[src/rtl/watchdog_pkg.sv]
// Shared definitions for the windowed watchdog: config bit positions and kick FSM states.
package watchdog_pkg;

  localparam int CFG_EN    = 0;
  localparam int CFG_OVF   = 1;
  localparam int CFG_TRAP  = 2;
  localparam int CFG_VIOL  = 3;
  localparam int CFG_WIRQ  = 4;
  localparam int CFG_LOCK  = 5;
  localparam int CFG_WPEND = 6;

  typedef enum logic {
    KICK_IDLE,
    KICK_ARMED
  } kick_state_t;

endpackage

[src/rtl/wd_prescaler.sv]
// Free-running prescaler that divides enabled clocks down to one counter tick
// every 2^PRESC_BITS cycles.
module wd_prescaler #(
  parameter int PRESC_BITS = 4
) (
  input  logic clk,
  input  logic reset,
  input  logic en,
  input  logic clr,
  output logic tick
);

  logic [PRESC_BITS-1:0] count_q;

  // Count only while enabled; any reset source or a valid kick restarts the period.
  always_ff @(posedge clk) begin
    if (reset || clr) begin
      count_q <= '0;
    end else if (en) begin
      count_q <= count_q + 1'b1;
    end
  end

  // The tick is gated by enable so a prescaler frozen at all-ones stays quiet.
  assign tick = en & (&count_q);

endmodule

[src/rtl/watchdog_window.sv]
// Windowed watchdog with keyed kick, early-kick detection, warning interrupt and
// lock bit. Any watchdog event produces a one-cycle system reset pulse.
module watchdog_window
  import watchdog_pkg::*;
#(
  parameter int          WIDTH      = 16,
  parameter int          PRESC_BITS = 4,
  parameter int          WARN_TICKS = 16,
  parameter logic [7:0]  KEY0       = 8'h5A,
  parameter logic [7:0]  KEY1       = 8'hA5
) (
  input  logic               clk,
  input  logic               power_on_reset,
  input  logic               trap,
  output logic               reset,
  output logic               irq,
  input  logic [WIDTH-1:0]   counter_in,
  input  logic [WIDTH/8-1:0] counter_write,
  output logic [WIDTH-1:0]   counter_out,
  input  logic [WIDTH-1:0]   reload_in,
  input  logic [WIDTH/8-1:0] reload_write,
  output logic [WIDTH-1:0]   reload_out,
  input  logic [WIDTH-1:0]   window_in,
  input  logic [WIDTH/8-1:0] window_write,
  output logic [WIDTH-1:0]   window_out,
  input  logic [7:0]         kick_in,
  input  logic               kick_write,
  input  logic [7:0]         config_in,
  input  logic               config_write,
  output logic [7:0]         config_out
);

  localparam int LANES = WIDTH / 8;
  localparam logic [WIDTH-1:0] WARN_VAL = {WIDTH{1'b1}} - WIDTH'(WARN_TICKS);

  logic [WIDTH-1:0] counter_q, counter_d, counter_inc;
  logic [WIDTH-1:0] reload_q, reload_d;
  logic [WIDTH-1:0] window_q, window_d;
  logic [7:0]       cfg_q, cfg_d;
  kick_state_t      state_q, state_d;
  logic             fire_q, fire_ovf_q, fire_viol_q;
  logic             enabled, locked, reset_cycle, tick, presc_clr;
  logic             key_viol, kick_ok, win_viol, kick_valid, violation;
  logic             overflow, warn_hit;
  logic             unused_cfg_bit;

  assign enabled     = cfg_q[CFG_EN];
  assign locked      = cfg_q[CFG_LOCK];
  assign reset_cycle = fire_q | trap;
  assign counter_inc = counter_q + 1'b1;
  assign presc_clr   = reset_cycle | kick_valid;
  assign unused_cfg_bit = config_in[7];

  wd_prescaler #(
    .PRESC_BITS(PRESC_BITS)
  ) u_prescaler (
    .clk  (clk),
    .reset(power_on_reset),
    .en   (enabled),
    .clr  (presc_clr),
    .tick (tick)
  );

  // Kick key state register; the sequence always restarts from IDLE after power-up.
  always_ff @(posedge clk) begin
    if (power_on_reset) begin
      state_q <= KICK_IDLE;
    end else begin
      state_q <= state_d;
    end
  end

  // Kick sequence decoding: KEY0 arms, KEY1 kicks, anything else is a key violation.
  // The window check uses the counter value before any same-cycle tick.
  always_comb begin
    state_d  = state_q;
    key_viol = 1'b0;
    kick_ok  = 1'b0;
    if (!enabled || reset_cycle) begin
      state_d = KICK_IDLE;
    end else if (kick_write) begin
      case (state_q)
        KICK_IDLE: begin
          if (kick_in == KEY0) state_d = KICK_ARMED;
          else                 key_viol = 1'b1;
        end
        KICK_ARMED: begin
          state_d = KICK_IDLE;
          if (kick_in == KEY1) kick_ok  = 1'b1;
          else                 key_viol = 1'b1;
        end
        default: state_d = KICK_IDLE;
      endcase
    end
  end

  assign win_viol   = kick_ok & (counter_q < window_q);
  assign kick_valid = kick_ok & ~win_viol;
  assign violation  = key_viol | win_viol;
  assign overflow   = tick & ~kick_valid & ~reset_cycle & (&counter_q);
  assign warn_hit   = tick & ~kick_valid & ~reset_cycle & ~(&counter_q) & (counter_inc == WARN_VAL);

  // Next values for counter, reload, window and config: a kick beats a tick,
  // byte writes override per lane, and a reset cycle reloads and records causes.
  always_comb begin
    counter_d = counter_q;
    reload_d  = reload_q;
    window_d  = window_q;
    cfg_d     = cfg_q;

    if (kick_valid)    counter_d = reload_q;
    else if (overflow) counter_d = reload_q;
    else if (tick)     counter_d = counter_inc;

    for (int i = 0; i < LANES; i++) begin
      if (counter_write[i]) counter_d[8*i +: 8] = counter_in[8*i +: 8];
      if (!locked && reload_write[i]) reload_d[8*i +: 8] = reload_in[8*i +: 8];
      if (!locked && window_write[i]) window_d[8*i +: 8] = window_in[8*i +: 8];
    end

    if (reset_cycle) begin
      counter_d = reload_q;
      if (!locked)     cfg_d[CFG_EN]   = 1'b0;
      if (fire_ovf_q)  cfg_d[CFG_OVF]  = 1'b1;
      if (fire_viol_q) cfg_d[CFG_VIOL] = 1'b1;
      if (trap)        cfg_d[CFG_TRAP] = 1'b1;
    end else if (config_write) begin
      cfg_d[CFG_EN]   = config_in[CFG_EN] | (locked & cfg_q[CFG_EN]);
      cfg_d[CFG_WIRQ] = config_in[CFG_WIRQ];
      cfg_d[CFG_LOCK] = config_in[CFG_LOCK] | locked;
      if (config_in[CFG_OVF])   cfg_d[CFG_OVF]   = 1'b0;
      if (config_in[CFG_TRAP])  cfg_d[CFG_TRAP]  = 1'b0;
      if (config_in[CFG_VIOL])  cfg_d[CFG_VIOL]  = 1'b0;
      if (config_in[CFG_WPEND]) cfg_d[CFG_WPEND] = 1'b0;
    end

    if (warn_hit) cfg_d[CFG_WPEND] = 1'b1;
    cfg_d[7] = 1'b0;
  end

  // Register update; power-on reset clears everything including the lock.
  always_ff @(posedge clk) begin
    if (power_on_reset) begin
      counter_q   <= '0;
      reload_q    <= '0;
      window_q    <= '0;
      cfg_q       <= '0;
      fire_q      <= 1'b0;
      fire_ovf_q  <= 1'b0;
      fire_viol_q <= 1'b0;
    end else begin
      counter_q   <= counter_d;
      reload_q    <= reload_d;
      window_q    <= window_d;
      cfg_q       <= cfg_d;
      fire_q      <= overflow | violation;
      fire_ovf_q  <= overflow;
      fire_viol_q <= violation;
    end
  end

  assign reset       = power_on_reset | fire_q | trap;
  assign irq         = cfg_q[CFG_WPEND] & cfg_q[CFG_WIRQ];
  assign counter_out = counter_q;
  assign reload_out  = reload_q;
  assign window_out  = window_q;
  assign config_out  = cfg_q;

endmodule

[config.mk]
export PLATFORM = sky130hd
export DESIGN_NAME = watchdog_window
export DESIGN_NICKNAME = d
export VERILOG_FILES = /design/src/rtl/watchdog_pkg.sv /design/src/rtl/wd_prescaler.sv /design/src/rtl/watchdog_window.sv
export SDC_FILE = /design/constraint.sdc
export NUM_CORES = 1
export LEC_CHECK = 0
export ABC_AREA = 0
export CAP_MARGIN = 20
export CORE_MARGIN = 2
export CORE_UTILIZATION = 40
export CTS_CLUSTER_DIAMETER = 40
export DETAILED_ROUTE_END_ITERATION = 6
export PLACE_DENSITY = 0.72
export SYNTH_ARGS = -nofsm -noshare
export SYNTH_HDL_FRONTEND = slang
export SYNTH_HIERARCHICAL = 1
export SYNTH_SLANG_ARGS = --single-unit
[constraint.sdc]
create_clock -name clk -period 7.55 [get_ports clk]
set_clock_uncertainty 0.15 [all_clocks]
set_input_delay 1.51 -clock clk [delete_from_list [all_inputs] [get_ports clk]]
set_output_delay 1.51 -clock clk [all_outputs]
set_load 0.05 [all_outputs]
==> metrics, run 1 <==
DRC violations left 0; Worst setup SP type primary input; WP data arrival 3.36 ns; first-pass GRT wire length 17500 µm; CP Max Fanout 9; final hold violation count 0; Clock Path Buffers 2; dpl ws 2.52 ns; GRT Overall Usage 21.9%; Detailed Route Iter0 Violations 174; run status complete, no violations; number of diodes 0; CTS resizes 0; max_slew headroom 36.2%; WL final 10800 µm; worst path cell trace clkdlybuf4s50_1 -> or2_2 -> nor2_1 -> inv_1 -> clkdlybuf4s50_1; Final ANT Viol Nets 0; Final min period 5.02 ns; GRT Residual Overflow 0; detailed-route via count 3791; initial antenna violation count 0; ys flop type dfxtp_1; hold_ws 0.337 ns; placed cell count 666; slowest stage delay, CP 0.71 ns; largest net degree at the start of global routing 59; slowest CP cell clkdlybuf4s50_1; clock slew at reported path FFs 0.08 ns; slew of the pin with the lowest slew margin 0.933 ns; Final setup viols 0; synthesized net count 541; Die W 99.6 µm; final non-filler cell total 682; #FFs+latches synth 63; number of global-route vias before repair 3683; synthesized area 3650 µm²; CTS Buf Count 9; FMAX 199 MHz; Total Power 0.000930 W; Clock Latency Late Sink 0.36 ns; Worst Path Buf+Inv 3; fin. max-slew vios 0; part of the cycle the worst path needs 66.5%; RSZ-0062 raised after global routing no; H-tree depth 3; Area Growth Syn to Fin 42.5%; CP delay by family, top buffers and inverters; average wire per standard cell 15.9 µm; Critical Path RT 5.89 ns; number of port buffers 130; Post-synth EDFFs 0; post-synth cell types 72; height of the die 99.6 µm; CTS Sinks 63; DRT Pass-1 Iters 4; critical path class in2out; Max Cap Viol 0; hold crit path type reg2reg; sequential-to-total area share from yosys stat 34.5%; commonest non-fill, non-tap cell in the layout clkdlybuf4s50_1; Layout Nets 662; Die ar. 9910 µm²; Cell Pwr Density 179 nW/µm²; # IOs 133; post-DP HPWL 8230 µm; Lkg Pwr 1.95 nW; Setup Buffers After CTS 0; root buf cell clkbuf_8; Post-Synthesis Cells 448; most frequent cells in the layout clkdlybuf4s50_1 (129), nor2_1 (76), dfxtp_1 (63); Synth Warn # 6; CTS Hold Buffers Added 0; Max IR drop VDD 0.109 mV; vias per cell 5.56; Cell Rows 34; Starting Density 41.5%; worst setup margin 2.53 ns; CP dominant cell by count clkdlybuf4s50_1; synthesized area per cell 8.15 µm²; setup TNS 0 ns; share of layout cells above drive strength 1 6.62%; Placeable Area 8810 µm²; GP Congestion 0.874; CTS tree built; endpoint class of the critical path primary output; ys async rst share 0%
[through the flow]
stage          util [%]  cell area [µm²]
6_report           59.1             5200
5_1_grt            59.1             5200
4_1_cts            59.1             5200
3_5_place_dp       56.8             5000
3_3_place_gp       56.8             5000
2_1_floorplan         -             3650
[synthesized netlist by cell type, types with 2 or more instances]
library cell	number	area, µm²
nor2_1	76	285
dfxtp_1	63	1260
a21oi_1	29	145
nand2_1	28	105
inv_1	26	97.6
mux2i_1	19	190
ha_1	18	225
nand3_1	17	85.1
o21ai_0	17	85.1
clkbuf_1	13	48.8
nand4_1	10	62.6
a31oi_1	8	50.1
nor3_1	8	40.0
a211oi_1	6	45.0
and3_1	6	37.5
nor2b_1	6	37.5
a32o_1	5	50.1
and2_1	4	25.0
buf_1	4	15.0
buf_4	4	30.0
nor3b_1	4	30.0
xnor2_1	4	35.0
a22oi_1	3	22.5
a41oi_1	3	26.3
nand2b_1	3	18.8
nand4b_1	3	26.3
nor4_1	3	18.8
xor2_1	3	26.3
a2111oi_0	2	17.5
a221oi_1	2	17.5
and2_0	2	12.5
and4_1	2	17.5
nand3b_1	2	15.0
nor2_2	2	12.5
nor4bb_1	2	20.0
o21bai_1	2	15.0
o221ai_1	2	17.5
o22ai_1	2	12.5
or2_0	2	12.5
[worst paths after layout]
check                                    start         endpoint  slack, ns  cells past startpoint
worst max-delay path                      trap            reset       2.53                      5
worst max register to register  counter_out[7]  counter_out[10]       4.23                      9
worst min-delay path                fire_ovf_q    config_out[1]       0.34                      2
worst min register to register      fire_ovf_q    config_out[1]       0.34                      2
[area by class of cell]
class,count,area (µm²)
sequential,63,1260
fill,814,3600
tap,108,135
clock inverter,7,80.1
multi-input combinational,337,2190
inverter,26,97.6
clock buffer,9,124
timing repair buffer,132,1310
[sequential cells by signal, summed over array words and instances, names as in the netlist]
name / cells
fire_ovf_q: 1
fire_viol_q: 1
window_out: 16
reload_out: 16
counter_out: 16
state_q: 1
u_prescaler/count_q: 4
fire_q: 1
config_out: 7
[tightest hold or removal path: stages (launching register included)]
cell,delay (ns)
dfxtp_1,0.31
a22oi_1,0.07
nor2_1,0.07
[report_power, final]
group	internal (W)	switching [W]	total, W
combinational	0.000105	0.000143	0.000248
clock	0.000156	0.000154	0.000310
sequential	0.000350	0.0000228	0.000373
[logic make-up (layout without fill, tap and decap cells)]
group | after synthesis | count (layout) | share of synthesized area, %
compound gates | 99 | 99 | 19.2
xor+xnor | 7 | 7 | 1.68
fa+ha+maj | 18 | 18 | 6.17
buf+inv | 48 | 174 | 5.38
flops | 63 | 63 | 34.5
mux | 22 | 22 | 6.23
other cells | 1 | 1 | 0.103
simple gates | 190 | 190 | 26.8
[per-layer routing]
metal / GRT usage [%] / vias to the layer above / part of all wire, %
li1: - / 1854 / -
met1: 26.9 / 1768 / 43
met2: 37.6 / 150 / 49
met3: 5.13 / 19 / 6.1
met4: 7.48 / 0 / 2.1
met5: 0 / - / 0
(Power assumes the default switching activity.)
==> inputs of run 2 (changes only) <==
==> constraint.sdc (replaced) <==
create_clock -name clk -period 4.7 [get_ports clk]
set_clock_uncertainty 0.15 [all_clocks]
set_input_delay 0.94 -clock clk [delete_from_list [all_inputs] [get_ports clk]]
set_output_delay 0.94 -clock clk [all_outputs]
set_load 0.05 [all_outputs]
==> metrics, run 2 (synthesis results as in run 1) <==
Placeable Area 8810 µm² (unchanged); Worst setup SP type primary input; detailed-route via count 3785 (-0.16%); slew of the pin with the lowest slew margin 0.942 ns (+0.00941 ns); CTS Sinks 63 (unchanged); slowest CP cell clkdlybuf4s50_1; r2r endpoint counter_out[10]; Total Power 0.00151 W (+63%); CTS tree built; max_slew headroom 35.5% (-0.64 points); Detailed Route Iter0 Violations 181 (+4.0%); final hold violation count 0 (unchanged); Starting Density 41.5% (unchanged); setup TNS 0 ns (unchanged); GRT Overall Usage 21.3% (-0.56 points); first-pass GRT wire length 17200 µm (-1.8%); Cell Rows 34 (unchanged); Reg2Reg Depth 9 (unchanged); number of port buffers 130 (unchanged); number of diodes 0 (unchanged); CP delay by family, top buffers and inverters; Final ANT Viol Nets 0 (unchanged); CTS Hold Buffers Added 0 (unchanged); clock slew at reported path FFs 0.07 ns (about the same); fin. max-slew vios 0 (unchanged); GP Congestion 0.849 (-2.9%); Lkg Pwr 1.95 nW (+0.30%); CP dominant cell by count clkdlybuf4s50_1; worst hold stages 2 (unchanged); CP Max Fanout 9 (unchanged); WL final 10700 µm (-1.1%); clock share of power 34.1% (+0.8 points); reg2reg start counter_out[7]; switching power total 0.000485 W (+52%); DRC violations left 0 (unchanged); root buf cell clkbuf_8; WP data arrival 2.87 ns (-0.49 ns); initial antenna violation count 0 (unchanged); slowest stage delay, CP 0.70 ns (about the same); Setup Buffers After CTS 0 (unchanged); Die ar. 9910 µm² (unchanged); hold path startpoint fire_viol_q; part of the power in registers 39.6% (-0.5 points); Internal Pwr Total 0.00103 W (+68%); Die W 99.6 µm (unchanged); Layout Nets 662 (unchanged); number of global-route vias before repair 3621 (-1.7%); RSZ-0062 raised after global routing no; Final min period 3.96 ns; run status complete, no violations; Final setup viols 0 (unchanged); post-DP HPWL 8160 µm (-0.81%); Max IR drop VDD 0.165 mV (+51%); design area 5210 µm² (+0.17%); largest net degree at the start of global routing 58 (-1.7%); worst path cell trace clkdlybuf4s50_1 -> or2_2 -> nor2_1 -> inv_1 -> clkdlybuf4s50_1; DP Area 5000 µm² (unchanged); Critical Path RT 3.61 ns (-2.28 ns); switch share 32.0% (-2.3 points); CTS Buf Count 9 (unchanged); endpoint class of the critical path primary output; share of layout cells above drive strength 1 6.45% (-0.17 points); hold crit path type reg2reg; average wire per standard cell 15.7 µm (-1.1%); Clock Path Buffers 2 (unchanged); vias per cell 5.55 (-0.16%); commonest non-fill, non-tap cell in the layout clkdlybuf4s50_1; Clock Latency Late Sink 0.34 ns (-0.02 ns); Area Growth Syn to Fin 42.7%; Hold Path End config_out[3]; R2R setup slack 1.37 ns (-2.86 ns); Worst Path Buf+Inv 3 (unchanged); Cell Pwr Density 290 nW/µm² (+62%); CTS resizes 0 (unchanged); part of the cycle the worst path needs 84.3%; # IOs 133 (unchanged); FMAX 252 MHz; GRT Residual Overflow 0 (unchanged); height of the die 99.6 µm (unchanged); fill cell count 810 (-0.49%); Max Cap Viol 0 (unchanged); Comb pwr share 26.2% (-0.4 points); Final Core Density 59.2% (+0.099 points); most frequent cells in the layout clkdlybuf4s50_1 (129), nor2_1 (76), dfxtp_1 (63); critical path class in2out; DRT Pass-1 Iters 5 (+1); H-tree depth 3 (unchanged)
[run 2: changes by cell type in the layout (fill, tap and decap cells not counted), sizes merged]
cell    change
bufinv      +1
inv         -2
clkbuf      +1
[run 2: worst max-delay path by stage]
stage                         startpoint             end  slack (ns)  cells past startpoint
after floorplan           counter_out[1]  counter_out[0]        1.85                      9
after global placement              trap           reset        0.80                      5
after detailed placement            trap           reset        0.74                      5
after CTS                           trap           reset        0.74                      5
after global routing                trap           reset        0.68                      5
final                               trap           reset        0.74                      5
[run 2: worst register-to-register path: stages (launching register included)]
cell and delay (ns):
dfxtp_1 0.59, ha_1 0.35, a21oi_1 0.15, a31oi_1 0.10
o21bai_1 0.39, a211o_4 0.33, and2_1 0.41, inv_1 0.22
a2111oi_0 0.42, a211oi_1 0.09
[run 2: power by group through the flow]
| stage | Sequential (W) | Clock (W) | Combinational [W] |
|---|---|---|---|
| 3_3_place_gp | 0.000611 | 0 | 0.000391 |
| 6_report | 0.000600 | 0.000516 | 0.000397 |
| 4_1_cts | 0.000600 | 0.000526 | 0.000398 |
| 2_1_floorplan | 0.000701 | 0 | 0.000148 |
| 5_1_grt | 0.000606 | 0.000552 | 0.000427 |
| 3_5_place_dp | 0.000612 | 0 | 0.000396 |
[run 2: cell type report]
type | instances | area [µm²] | share of cell area [%]
tap | 108 | 135 | 2.59
inverter | 26 | 97.6 | 1.87
multi-input combinational | 337 | 2190 | 42.1
sequential | 63 | 1260 | 24.2
clock buffer | 10 | 128 | 2.45
timing repair buffer | 132 | 1310 | 25.2
clock inverter | 6 | 85.1 | 1.63
[run 2: per-stage QoR]
step	worst slack, ns	std cells	hold slack (ns)
finish	0.738	682	0.340
CTS	0.739	682	0.346
global route	0.677	682	0.383
global placement	0.797	666	0.325
floorplan	1.85	448	0.304
detailed placement	0.740	666	0.328
[run 2: layer usage]
| metal | routed length (µm) | vias to the layer above | GRT usage (%) | share of wire (%) |
|---|---|---|---|---|
| met5 | 0 | - | 0 | 0 |
| met4 | 155 | 0 | 4.95 | 1.4 |
| met3 | 653 | 15 | 4.99 | 6.1 |
| met2 | 5250 | 145 | 36.6 | 49 |
| met1 | 4650 | 1772 | 27.2 | 43 |
| li1 | - | 1853 | - | - |
==> inputs of run 3 (changes only) <==
==> constraint.sdc (replaced) <==
create_clock -name clk -period 3.83 [get_ports clk]
set_clock_uncertainty 0.15 [all_clocks]
set_input_delay 0.766 -clock clk [delete_from_list [all_inputs] [get_ports clk]]
set_output_delay 0.766 -clock clk [all_outputs]
set_load 0.05 [all_outputs]
==> metrics, run 3 (synthesis results as in run 1) <==
DRC violations left 0 (unchanged); first-pass GRT wire length 17800 µm (+3.5%); clock slew at reported path FFs 0.07 ns (about the same); DRT Pass-1 Iters 5 (unchanged); average wire per standard cell 16.0 µm (+2.2%); number of diodes 0 (unchanged); post-DP HPWL 8410 µm (+3.0%); DP Area 5050 µm² (+1.1%); GRT Overall Usage 22.2% (+0.84 points); CTS Sinks 63 (unchanged); hold_ws 0.332 ns (-0.00748 ns); Lkg Pwr 1.97 nW (+1.2%); WP data arrival 2.55 ns (-0.32 ns); Critical path origin trap; endpoint class of the critical path primary output; part of the cycle the worst path needs 90.6%; slew of the pin with the lowest slew margin 0.992 ns (+0.0492 ns); CP dominant cell by count clkdlybuf4s50_1; area of the multi-input gates 2190 µm² (unchanged); Setup Buffers After CTS 0 (unchanged); final non-filler cell total 689 (+1.0%); slowest CP cell clkdlybuf4s50_1; Final ANT Viol Nets 0 (unchanged); reg2reg start counter_out[9]; critical path class in2out; CP delay by family, top buffers and inverters; Area Growth Syn to Fin 43.2%; Detailed Route Iter0 Violations 183 (+1.1%); FMAX 288 MHz; Clock Latency Late Sink 0.35 ns (about the same); Final Core Density 59.4% (+0.18 points); hold crit path type reg2reg; Cell Pwr Density 337 nW/µm² (+16%); H-tree depth 3 (unchanged); slowest stage delay, CP 0.70 ns (about the same); final hold violation count 0 (unchanged); Layout Nets 669 (+1.1%); Die ar. 9910 µm² (unchanged); Critical Path RT 2.91 ns (-0.70 ns); Max Cap Viol 0 (unchanged); initial antenna violation count 0 (unchanged); design area 5230 µm² (+0.31%); height of the die 99.6 µm (unchanged); CTS Buf Count 9 (unchanged); number of global-route vias before repair 3721 (+2.8%); hold path startpoint fire_viol_q; GP Congestion 0.842 (-0.81%); largest net degree at the start of global routing 58 (unchanged); Starting Density 41.5% (unchanged); max_slew headroom 33.7% (-1.8 points); root buf cell clkbuf_8; Cell Rows 34 (unchanged); vias per cell 5.56 (+0.13%); Worst Path Buf+Inv 3 (unchanged); Placeable Area 8810 µm² (unchanged); commonest non-fill, non-tap cell in the layout clkdlybuf4s50_1; worst path cell trace clkdlybuf4s50_1 -> or2_2 -> nor2_1 -> inv_1 -> clkdlybuf4s50_1; placed cell count 673 (+1.1%); CP Max Fanout 3 (-6); FF/Latch Area 1260 µm² (unchanged); fill cell count 793 (-2.1%); detailed-route via count 3829 (+1.2%); Max IR drop VDD 0.243 mV (+47%); GRT Residual Overflow 0 (unchanged); most frequent cells in the layout clkdlybuf4s50_1 (129), nor2_1 (76), dfxtp_1 (63); fin. max-slew vios 0 (unchanged); Final min period 3.47 ns; # IOs 133 (unchanged); WL final 11100 µm (+3.2%); Worst setup SP type primary input; CTS Hold Buffers Added 0 (unchanged); CTS resizes 0 (unchanged); run status complete, no violations; Final setup viols 0 (unchanged); share of layout cells above drive strength 1 7.40% (+0.96 points); number of port buffers 130 (unchanged); RSZ-0062 raised after global routing no; setup TNS 0 ns (unchanged); Die W 99.6 µm (unchanged); Clock Path Buffers 2 (unchanged); CTS tree built
run 3: cell types whose count changed in the layout (fill, tap and decap cells not counted):
cell / change
clkbuf_1: +1
bufinv_16: -2
clkinvlp_4: -1
buf_4: +7
clkbuf_8: +2
run 3: final timing paths:
kind	slack [ns]	cells past startpoint	to
worst max-delay path	0.36	5	reset
worst min-delay path	0.33	2	config_out[3]
worst max register to register	0.54	9	counter_out[10]
worst min register to register	0.33	2	config_out[3]
run 3: report_power, final:
part | internal (W) | switching, W
Combinational | 0.000211 | 0.000289
Clock | 0.000269 | 0.000261
Sequential | 0.000691 | 0.0000406
Total | 0.00117 | 0.000591
run 3: worst min-delay path: cells and delay by family (launching register included):
family,cells,cell delay [ns]
flops,1,0.31
compound gates,1,0.07
simple gates,1,0.07
run 3: per-stage QoR:
stage	power [W]	setup slack (ns)
after CTS	0.00178	0.359
after global placement	0.00123	0.399
final	0.00176	0.361
after global routing	0.00185	0.309
after detailed placement	0.00125	0.361
after floorplan	0.00104	0.981
run 3: layout make-up:
cell class              count  area share [%]
repair buffers            139            26.1
inverters                  26            1.87
well taps                 108            2.58
multi-input cells         337            42.0
clock buffers              13            3.04
flip-flops and latches     63            24.1
clock inverters             3           0.335
run 3: per-layer routing:
metal	GRT usage [%]	wire length, µm	up-vias
met5	0	0	-
met4	6.22	157	0
met3	4.92	618	13
met2	37.6	5400	146
met1	28.4	4870	1796
li1	-	-	1874
